`src/rtl/grade_guess_engine_if.sv`:
```
// Player-facing bundle for the grading engine: game control, master pattern, guess and results.
// master drives requests and patterns; slave is the engine.
interface grade_guess_engine_if;
    logic        startGame;
    logic        masterLoaded;
    logic [11:0] masterPattern;
    logic        gradeIt;
    logic [11:0] guess;
    logic        busy;
    logic        done;
    logic        badGuess;
    logic [2:0]  znarly;
    logic [2:0]  zood;
    logic [3:0]  roundNumber;
    logic        gameWon;
    logic        gameOver;

    modport master (
        output startGame, masterLoaded, masterPattern, gradeIt, guess,
        input  busy, done, badGuess, znarly, zood, roundNumber, gameWon, gameOver
    );

    modport slave (
        input  startGame, masterLoaded, masterPattern, gradeIt, guess,
        output busy, done, badGuess, znarly, zood, roundNumber, gameWon, gameOver
    );
endinterface

```
`src/rtl/grade_guess_engine.sv`:
```
// Grades a 4-slot guess against the loaded master: exact (znarly) and shape-only (zood) matches.
// Latency: request accepted at edge E, results and done pulse visible after edge E+11.
// No queueing: requests while busy, game over or master not loaded are dropped.
module grade_guess_engine #(
    parameter int SLOTS      = 4,
    parameter int SHAPE_W    = 3,
    parameter int NUM_SHAPES = 6,
    parameter int MAX_ROUNDS = 8
) (
    input logic               clock,
    input logic               reset,
    grade_guess_engine_if.slave gg
);
    localparam logic [1:0] IDLE  = 2'd0;
    localparam logic [1:0] EXACT = 2'd1;
    localparam logic [1:0] COUNT = 2'd2;
    localparam logic [1:0] DONE  = 2'd3;

    localparam logic [2:0]         LAST_SLOT  = 3'(SLOTS - 1);
    localparam logic [2:0]         LAST_SHAPE = 3'(NUM_SHAPES);
    localparam logic [3:0]         LAST_ROUND = 4'(MAX_ROUNDS);
    localparam logic [SHAPE_W-1:0] SHAPE_NONE = '0;
    localparam logic [SHAPE_W-1:0] SHAPE_ALL1 = '1;

    logic [1:0]  state;
    logic [2:0]  step;
    logic [11:0] g_cap;
    logic [11:0] m_cap;
    logic [2:0]  exact_acc;
    logic [2:0]  total_acc;

    logic        guess_ok;
    logic        slot_hit;
    logic [2:0]  cnt_m;
    logic [2:0]  cnt_g;
    logic [2:0]  shape_min;
    logic        accept;

    always_comb begin
        guess_ok = 1'b1;
        for (int i = 0; i < SLOTS; i++) begin
            if (gg.guess[i*SHAPE_W +: SHAPE_W] == SHAPE_NONE ||
                gg.guess[i*SHAPE_W +: SHAPE_W] == SHAPE_ALL1)
                guess_ok = 1'b0;
        end
    end

    assign slot_hit = (g_cap[step[1:0]*SHAPE_W +: SHAPE_W] == m_cap[step[1:0]*SHAPE_W +: SHAPE_W]);

    // Per-shape occurrence counts on the captured copies; step holds the shape code in COUNT.
    always_comb begin
        cnt_m = '0;
        cnt_g = '0;
        for (int i = 0; i < SLOTS; i++) begin
            cnt_m = cnt_m + {2'b00, (m_cap[i*SHAPE_W +: SHAPE_W] == step)};
            cnt_g = cnt_g + {2'b00, (g_cap[i*SHAPE_W +: SHAPE_W] == step)};
        end
        shape_min = (cnt_m < cnt_g) ? cnt_m : cnt_g;
    end

    assign accept = (state == IDLE) && gg.gradeIt && gg.masterLoaded && !gg.gameOver;

    always_ff @(posedge clock or posedge reset) begin
        if (reset) begin
            state          <= IDLE;
            step           <= '0;
            g_cap          <= '0;
            m_cap          <= '0;
            exact_acc      <= '0;
            total_acc      <= '0;
            gg.busy        <= 1'b0;
            gg.done        <= 1'b0;
            gg.badGuess    <= 1'b0;
            gg.znarly      <= '0;
            gg.zood        <= '0;
            gg.roundNumber <= '0;
            gg.gameWon     <= 1'b0;
            gg.gameOver    <= 1'b0;
        end else if (gg.startGame) begin
            state          <= IDLE;
            step           <= '0;
            gg.busy        <= 1'b0;
            gg.done        <= 1'b0;
            gg.badGuess    <= 1'b0;
            gg.znarly      <= '0;
            gg.zood        <= '0;
            gg.roundNumber <= '0;
            gg.gameWon     <= 1'b0;
            gg.gameOver    <= 1'b0;
        end else begin
            gg.done     <= 1'b0;
            gg.badGuess <= 1'b0;
            // busy covers the done cycle, so it drops together with done
            if (gg.done)
                gg.busy <= 1'b0;
            case (state)
                IDLE: begin
                    if (accept) begin
                        if (!guess_ok) begin
                            gg.badGuess <= 1'b1;
                        end else begin
                            g_cap     <= gg.guess;
                            m_cap     <= gg.masterPattern;
                            exact_acc <= '0;
                            total_acc <= '0;
                            step      <= '0;
                            gg.busy   <= 1'b1;
                            state     <= EXACT;
                        end
                    end
                end
                EXACT: begin
                    exact_acc <= exact_acc + {2'b00, slot_hit};
                    if (step == LAST_SLOT) begin
                        step  <= 3'd1;
                        state <= COUNT;
                    end else begin
                        step <= step + 3'd1;
                    end
                end
                COUNT: begin
                    total_acc <= total_acc + shape_min;
                    if (step == LAST_SHAPE)
                        state <= DONE;
                    else
                        step <= step + 3'd1;
                end
                DONE: begin
                    gg.znarly      <= exact_acc;
                    gg.zood        <= total_acc - exact_acc;
                    gg.roundNumber <= gg.roundNumber + 4'd1;
                    gg.gameWon     <= gg.gameWon | (exact_acc == 3'd4);
                    gg.gameOver    <= gg.gameOver | (exact_acc == 3'd4) |
                                      (gg.roundNumber + 4'd1 == LAST_ROUND);
                    gg.done        <= 1'b1;
                    state          <= IDLE;
                end
                default: state <= IDLE;
            endcase
        end
    end
endmodule

```
`src/flat_wrapper.sv`:
```
// flat-port wrapper written by rule: the top's interface ports become plain ports
module grade_guess_engine_flat 
#(
    parameter int SLOTS      = 4,
    parameter int SHAPE_W    = 3,
    parameter int NUM_SHAPES = 6,
    parameter int MAX_ROUNDS = 8
)
  (clock, reset, gg_startGame, gg_masterLoaded, gg_masterPattern, gg_gradeIt, gg_guess, gg_busy, gg_done, gg_badGuess, gg_znarly, gg_zood, gg_roundNumber, gg_gameWon, gg_gameOver);
  grade_guess_engine_if gg_i ();
  input logic clock;
  input logic reset;
  input wire logic [$bits(gg_i.startGame)-1:0] gg_startGame;
  input wire logic [$bits(gg_i.masterLoaded)-1:0] gg_masterLoaded;
  input wire logic [$bits(gg_i.masterPattern)-1:0] gg_masterPattern;
  input wire logic [$bits(gg_i.gradeIt)-1:0] gg_gradeIt;
  input wire logic [$bits(gg_i.guess)-1:0] gg_guess;
  output wire logic [$bits(gg_i.busy)-1:0] gg_busy;
  output wire logic [$bits(gg_i.done)-1:0] gg_done;
  output wire logic [$bits(gg_i.badGuess)-1:0] gg_badGuess;
  output wire logic [$bits(gg_i.znarly)-1:0] gg_znarly;
  output wire logic [$bits(gg_i.zood)-1:0] gg_zood;
  output wire logic [$bits(gg_i.roundNumber)-1:0] gg_roundNumber;
  output wire logic [$bits(gg_i.gameWon)-1:0] gg_gameWon;
  output wire logic [$bits(gg_i.gameOver)-1:0] gg_gameOver;
  assign gg_i.startGame = gg_startGame;
  assign gg_i.masterLoaded = gg_masterLoaded;
  assign gg_i.masterPattern = gg_masterPattern;
  assign gg_i.gradeIt = gg_gradeIt;
  assign gg_i.guess = gg_guess;
  assign gg_busy = gg_i.busy;
  assign gg_done = gg_i.done;
  assign gg_badGuess = gg_i.badGuess;
  assign gg_znarly = gg_i.znarly;
  assign gg_zood = gg_i.zood;
  assign gg_roundNumber = gg_i.roundNumber;
  assign gg_gameWon = gg_i.gameWon;
  assign gg_gameOver = gg_i.gameOver;
  grade_guess_engine #(.SLOTS(SLOTS), .SHAPE_W(SHAPE_W), .NUM_SHAPES(NUM_SHAPES), .MAX_ROUNDS(MAX_ROUNDS)) u_core (.clock(clock), .reset(reset), .gg(gg_i));
endmodule
```
`config.mk`:
```
export PLATFORM = sky130hd
export DESIGN_NAME = grade_guess_engine_flat
export DESIGN_NICKNAME = d
export VERILOG_FILES = /design/src/rtl/grade_guess_engine_if.sv /design/src/rtl/grade_guess_engine.sv /design/src/flat_wrapper.sv
export SDC_FILE = /design/constraint.sdc
export NUM_CORES = 1
export LEC_CHECK = 0
export BUFFER_PORTS_ARGS = -buffer_cell sky130_fd_sc_hd__buf_2
export CORE_UTILIZATION = 45
export CTS_CLUSTER_SIZE = 10
export DETAILED_ROUTE_END_ITERATION = 10
export GPL_ROUTABILITY_DRIVEN = 0
export GPL_TIMING_DRIVEN = 0
export HOLD_SLACK_MARGIN = 0.1
export SKIP_CTS_REPAIR_TIMING = 1
export SYNTH_ARGS = -nofsm -noshare
export SYNTH_HDL_FRONTEND = slang
export SYNTH_SLANG_ARGS = --single-unit
export TNS_END_PERCENT = 20
```
`constraint.sdc`:
```
create_clock -name clock -period 5.4 [get_ports clock]
set_input_delay 0.54 -clock clock [delete_from_list [all_inputs] [get_ports clock]]
set_output_delay 0.54 -clock clock [all_outputs]
set_load 0.01 [all_outputs]
```
* Word-level counts from Yosys, hierarchy flattened
Index checks and enable logic that the tools add are counted.
** Storage, ports and cells
- Bits in registers :: 50
- Output and inout bits :: 15
- Logic and storage cells :: 122
** Operators by class
- $add $sub $neg :: 11
- Multipliers :: 1
- $lt $le $gt $ge :: 1
- Eq/ne operators :: 27
- Shifts and indexed selects :: 2
- Muxes and demuxes :: 40
- Bitwise logic cells :: 4
- Reduce and logical (&&, ||, !) cells :: 22
** Operators by type and width (number)
- two-way mux 3 bit :: 10
- equality test 3 bit :: 9
- variable part select 12 x 5 -> 3 bit :: 2
- AND reduction 4 bit :: 5
- two-way mux 1 bit :: 19
- equality test 3 bit, second input constant :: 6
- adder 3 x 1 -> 3 bit :: 5
- zero test 3 bit :: 4
- inequality test 3 x 2 -> 1 bit, second input constant :: 4
- one-hot mux 3 bit (2 select lines) :: 2
- two-way mux 2 bit :: 5
- one-hot mux 3 bit (3 select lines) :: 1
- two-way mux 4 bit :: 2
- one-hot mux 2 bit (4 select lines) :: 1
- nonzero test 2 bit :: 3
- adder 1 x 1 -> 2 bit :: 2
- adder 4 x 1 -> 4 bit, second input constant :: 1
- equality test 2 bit, second input constant :: 2
- equality test 4 bit, second input constant :: 1
- logical OR 1 bit :: 4
- multiplier 2 x 2 -> 4 bit, second input constant :: 1
- inequality test 2 x 1 -> 1 bit, second input constant :: 2
- nonzero test 4 bit :: 1
- adder 3 x 1 -> 3 bit, second input constant :: 1
- 11 further kinds :: 15

* Longest topological paths before layout
- Depth in word-level cells :: 10
- Depth in mapped cells :: 20

* Worst setup path after synthesis
Ideal clock, no wire load.
- Kind :: reg2reg
- Start point :: register u_core.step[1]
- End point :: register u_core.total_acc[2]
- Setup time :: 0.121 ns
- Arrival time :: 3.931 ns
- Slack :: 1.348 ns
- Cell stages (with the launch flop) :: 20
- Buffers on the path :: 1
- Period minus slack after synthesis :: 4.052 ns
- Cells stage by stage :: dfrtp_1 -> buf_1 -> xor2_1 -> nor3_1 -> ha_1 -> inv_1 -> fa_1 -> inv_1 -> ha_1 -> ha_1 -> a21o_1 -> a21oi_1 -> mux2i_1 -> ha_1 -> inv_1 -> fa_1 -> xnor2_1 -> nor4_1 -> a32oi_1 -> nand2_1
** On the way
- Longest elaborated chain between the ends :: 8
- Elaborated cells on any way between the ends :: 18
** RTL lines
- start: declaration :: RTL line grade_guess_engine.sv:26 : logic [2:0] step;
- start signal: assignment :: RTL line grade_guess_engine.sv:118 : step <= step + 3'd1;
- start signal: assignment :: RTL line grade_guess_engine.sv:126 : step <= step + 3'd1;
- equality test 3 bit (on tied branches) :: RTL line grade_guess_engine.sv:55, grade_guess_engine.sv:56
- adder 1 x 1 -> 2 bit (on tied branches) :: RTL line grade_guess_engine.sv:55, grade_guess_engine.sv:56
- adder 3 x 1 -> 3 bit (on tied branches) (2 in series) :: RTL line grade_guess_engine.sv:55, grade_guess_engine.sv:56
- < comparator 3 bit :: RTL line grade_guess_engine.sv:58 : shape_min = (cnt_m < cnt_g) ? cnt_m : cnt_g;
- two-way mux 3 bit * :: RTL line grade_guess_engine.sv:58
- adder 3 bit * :: RTL line grade_guess_engine.sv:122 : total_acc <= total_acc + shape_min;
- one-hot mux 3 bit (2 select lines) * :: RTL line grade_guess_engine.sv:96 : case (state)
- end signal: assignment :: RTL line grade_guess_engine.sv:122
- end: declaration :: RTL line grade_guess_engine.sv:30 : logic [2:0] total_acc;
Mark *: on every way between the ends. The rest lies on a longest branch, timed or not.
A chain may end at the register's enable or synchronous reset.

* Worst setup path in the final report
Ends and elaborated chain as after synthesis.

==> impl_summary.txt <==
----------------------------------------------------
[Timing]
  Slew at the pin closest to its max-slew limit ... 657 ps
  Total Negative Setup Slacks ... 0 ps
  Clock Skew ... 6.19 ps
  Max_slew headroom ... 55.8%
  Maximum clock rate ... 221 MHz
  Setup repair after global routing missed its margin ... no
  Pins over their slew limit ... 0
  Setup-failing EPs final ... 0
  Period utilisation layout ... 83.8%
  Shortest clock period the worst path allows after layout ... 4530 ps
  Hold Vio Cnt, Final ... 0

[Pwr]
  Leakage power ... 1.78 nW
  Power density normalized to cell area ... 508 nW/um^2
  Proportion of power drawn by combinational gates ... 52.6%
  Internal cell power ... 1.12 mW
  Proportion of power drawn by the clock network ... 12.9%
  Switching power summed over all nets ... 737 uW
  Switching portion of total power ... 39.7%
  Worst IR drop on VDD ... 0.214 mV
  Sequential fraction of design power ... 34.5%

[GRT]
  Maximum number of pins on one net before global-route repair ... 27
  First-pass GRT wire length ... 10900 um
  Congestion Overflow GR ... 0
  Number of antenna violations at the first check in global routing ... 0
  Via count of the first global-routing pass ... 2268
  Global-route usage over all layers ... 18.8%

[Finish]
  Fin nets ... 394
  Number of diodes ... 0
  Post-layout instance area ... 3650 um^2
  Most frequent cells in the layout ... 50 x dfrtp_1, 44 x buf_2, 23 x xnor2_1
  Ratio of cells with drive above 1 in the final layout ... 28.1%
  Syn-to-layout area delta ... 14.2%
  Non-Filler Instances ... 438
  Most common library cell in the layout ignoring fill and taps ... dfrtp_1

[Clock tree]
  CTS Sinks ... 50
  Htree depth ... 2
  Max Buffers Root-to-Sink ... 2
  Clk Latency, worst-skew pair ... 310 ps
  Clock buffer count from CTS ... 5
  CTS tree ... yes
  Clock tree root buffer cell ... clkbuf_8
  Clock-pin transition on the worst setup and hold timing paths ... 100 ps

[Synthesis]
  Net count of the mapped netlist ... 343
  Count of warnings emitted by yosys ... 0
  Part of the Yosys area used for sequential elements ... 39.1%
  Number of synthesized register bits ... 50
  EDFF count, synth ... 0
  Fraction of registers with async set/reset ... 100%
  Per-instance average area after synthesis ... 11.0 um^2
  Synthesized area ... 3200 um^2
  Post-Synthesis Cells ... 290
  Library cells used by synthesis ... 50
  Main flop type after synthesis ... dfrtp_1

[Critical path]
  Crit path launch type ... flip-flop
  Worst path arrival time ... 4730 ps
  Data required time of the worst path ... 5600 ps
  Worst setup path class ... reg -> reg
  Crit. End Element ... flip-flop
  Top fanout value on the critical path ... 10

[Run]
  Max-cap check violation count ... 0

[Die]
  DIE AREA ... 7450 um^2
  Top-level port count ... 44
  Die X-Extent ... 86.3 um
  Area inside the core boundary ... 6830 um^2
  Number of rows in the core area ... 30
  Starting density of the core ... 46.8%
  DIE HEIGHT ... 86.3 um

[Placed design]
  Port-buffer cells ... 43
  Placed cell count ... 430
  Cell area after placement ... 3550 um^2
  Post-DP HPWL ... 4840 um

[Drt]
  Final ANT Viol Nets ... 0
  Routed WL per cell ... 14.4 um
  Number of iterations in the first detailed-routing pass ... 4
  Routed wire length ... 6320 um
  Detailed Route Iter0 Violations ... 79
  Drc violations ... 0
  DR vias/cell ... 5.11
  Via count ... 2238

[Run status]
  Outcome ... complete, no violations

[Min path]
  Worst hold path type ... in -> async

----------------------------------------------------
## final timing paths
path | startpoint | endpoint | slack (ps) | cells past startpoint
worst max-delay path | u_core.step[1] | u_core.total_acc[2] | 870 | 19
worst min-delay path | reset | u_core.m_cap[7] | 280 | 2
worst max register to register | u_core.step[1] | u_core.total_acc[2] | 870 | 19
worst min register to register | u_core.gg.gameWon | u_core.gg.gameWon | 500 | 2
max in group asynchronous | reset | u_core.g_cap[1] | 4580 | 3
min in group clock | gg_masterPattern[6] | u_core.m_cap[6] | 450 | 2
## registers in the layout, summed over array words and instances (netlist names), 2 cells and up
signal / flops
u_core.gg.znarly: 3
u_core.total_acc: 3
u_core.state: 2
u_core.step: 3
u_core.gg.zood: 3
u_core.g_cap: 12
u_core.m_cap: 12
u_core.gg.roundNumber: 4
u_core.exact_acc: 3
## power by group through the flow
stage	Sequential (mW)	Combinational [mW]	Clock, mW
finish	0.640	0.976	0.239
global route	0.660	1.11	0.260
CTS	0.642	0.987	0.248
detailed placement	0.647	0.975	0
global placement	0.645	0.950	0
floorplan	0.611	0.798	0
## per-layer routing
layer  part of all wire [%]  GRT usage, %  routed length (um)
met5                      0             0                   0
met4                   0.76          4.09                  48
met3                    3.3          3.14                 211
met2                     44          28.3                2750
met1                     52          28.3                3300
## Yosys cell counts (3+ instances only)
cell | n | area [um^2]
dfrtp_1 | 50 | 1250
xnor2_1 | 23 | 201
ha_1 | 20 | 250
nor2_1 | 20 | 75.1
xor2_1 | 20 | 175
inv_1 | 18 | 67.6
mux2_4 | 18 | 270
nand3_1 | 10 | 50.1
nor3_1 | 9 | 45.0
a21oi_1 | 8 | 40.0
clkbuf_1 | 8 | 30.0
mux2_2 | 7 | 78.8
mux2i_1 | 7 | 70.1
nand2_1 | 6 | 22.5
fa_1 | 4 | 80.1
nand4_1 | 4 | 25.0
nor2b_1 | 4 | 25.0
o21ai_0 | 4 | 20.0
a31o_2 | 3 | 26.3
a31oi_1 | 3 | 18.8
a32o_1 | 3 | 30.0
## area by class of cell
| type | instances | area [um^2] |
|---|---|---|
| fillers | 649 | 3180 |
| plain buffers | 14 | 93.8 |
| clock inverters | 2 | 17.5 |
| inverters | 18 | 67.6 |
| repair buffers | 44 | 235 |
| well taps | 96 | 120 |
| multi-input cells | 208 | 1790 |
| flip-flops and latches | 50 | 1250 |
| clock buffers | 6 | 82.6 |
## metrics by stage
step / util [%] / total power [mW] / worst slack, ps / hold WS (ps)
after floorplan: - / 1.41 / 1350 / 516
after global placement: 51.7 / 1.60 / 913 / 479
after detailed placement: 52.0 / 1.62 / 871 / 487
after CTS: 53.5 / 1.88 / 819 / 283
after global routing: 53.5 / 2.03 / 577 / 329
final: 53.5 / 1.86 / 874 / 277
## critical path, stage by stage (launching register included)
cell and delay (ps):
dfrtp_1 510, buf_1 530, xor2_1 190, nor3_1 70, ha_1 270, inv_1 50
fa_1 390, inv_1 60, ha_1 230, ha_1 300, a21o_1 160, a21oi_1 270
mux2i_1 270, ha_1 170, inv_1 50, fa_1 400, xnor2_1 210, nor4_1 70
a32oi_1 150, nand2_1 70
## cells by family after synthesis
family	count (synthesis)	synth area share [%]
xor gates and xnor gates	43	11.8
and+or+nand+nor	73	12.3
AOI/OAI and AO/OA	35	7.63
buffers and inverters	32	5.05
adders and majority gates	24	10.3
muxes	33	13.8
DFF	50	39.1
Note: power is estimated with default switching activity, not from simulation.
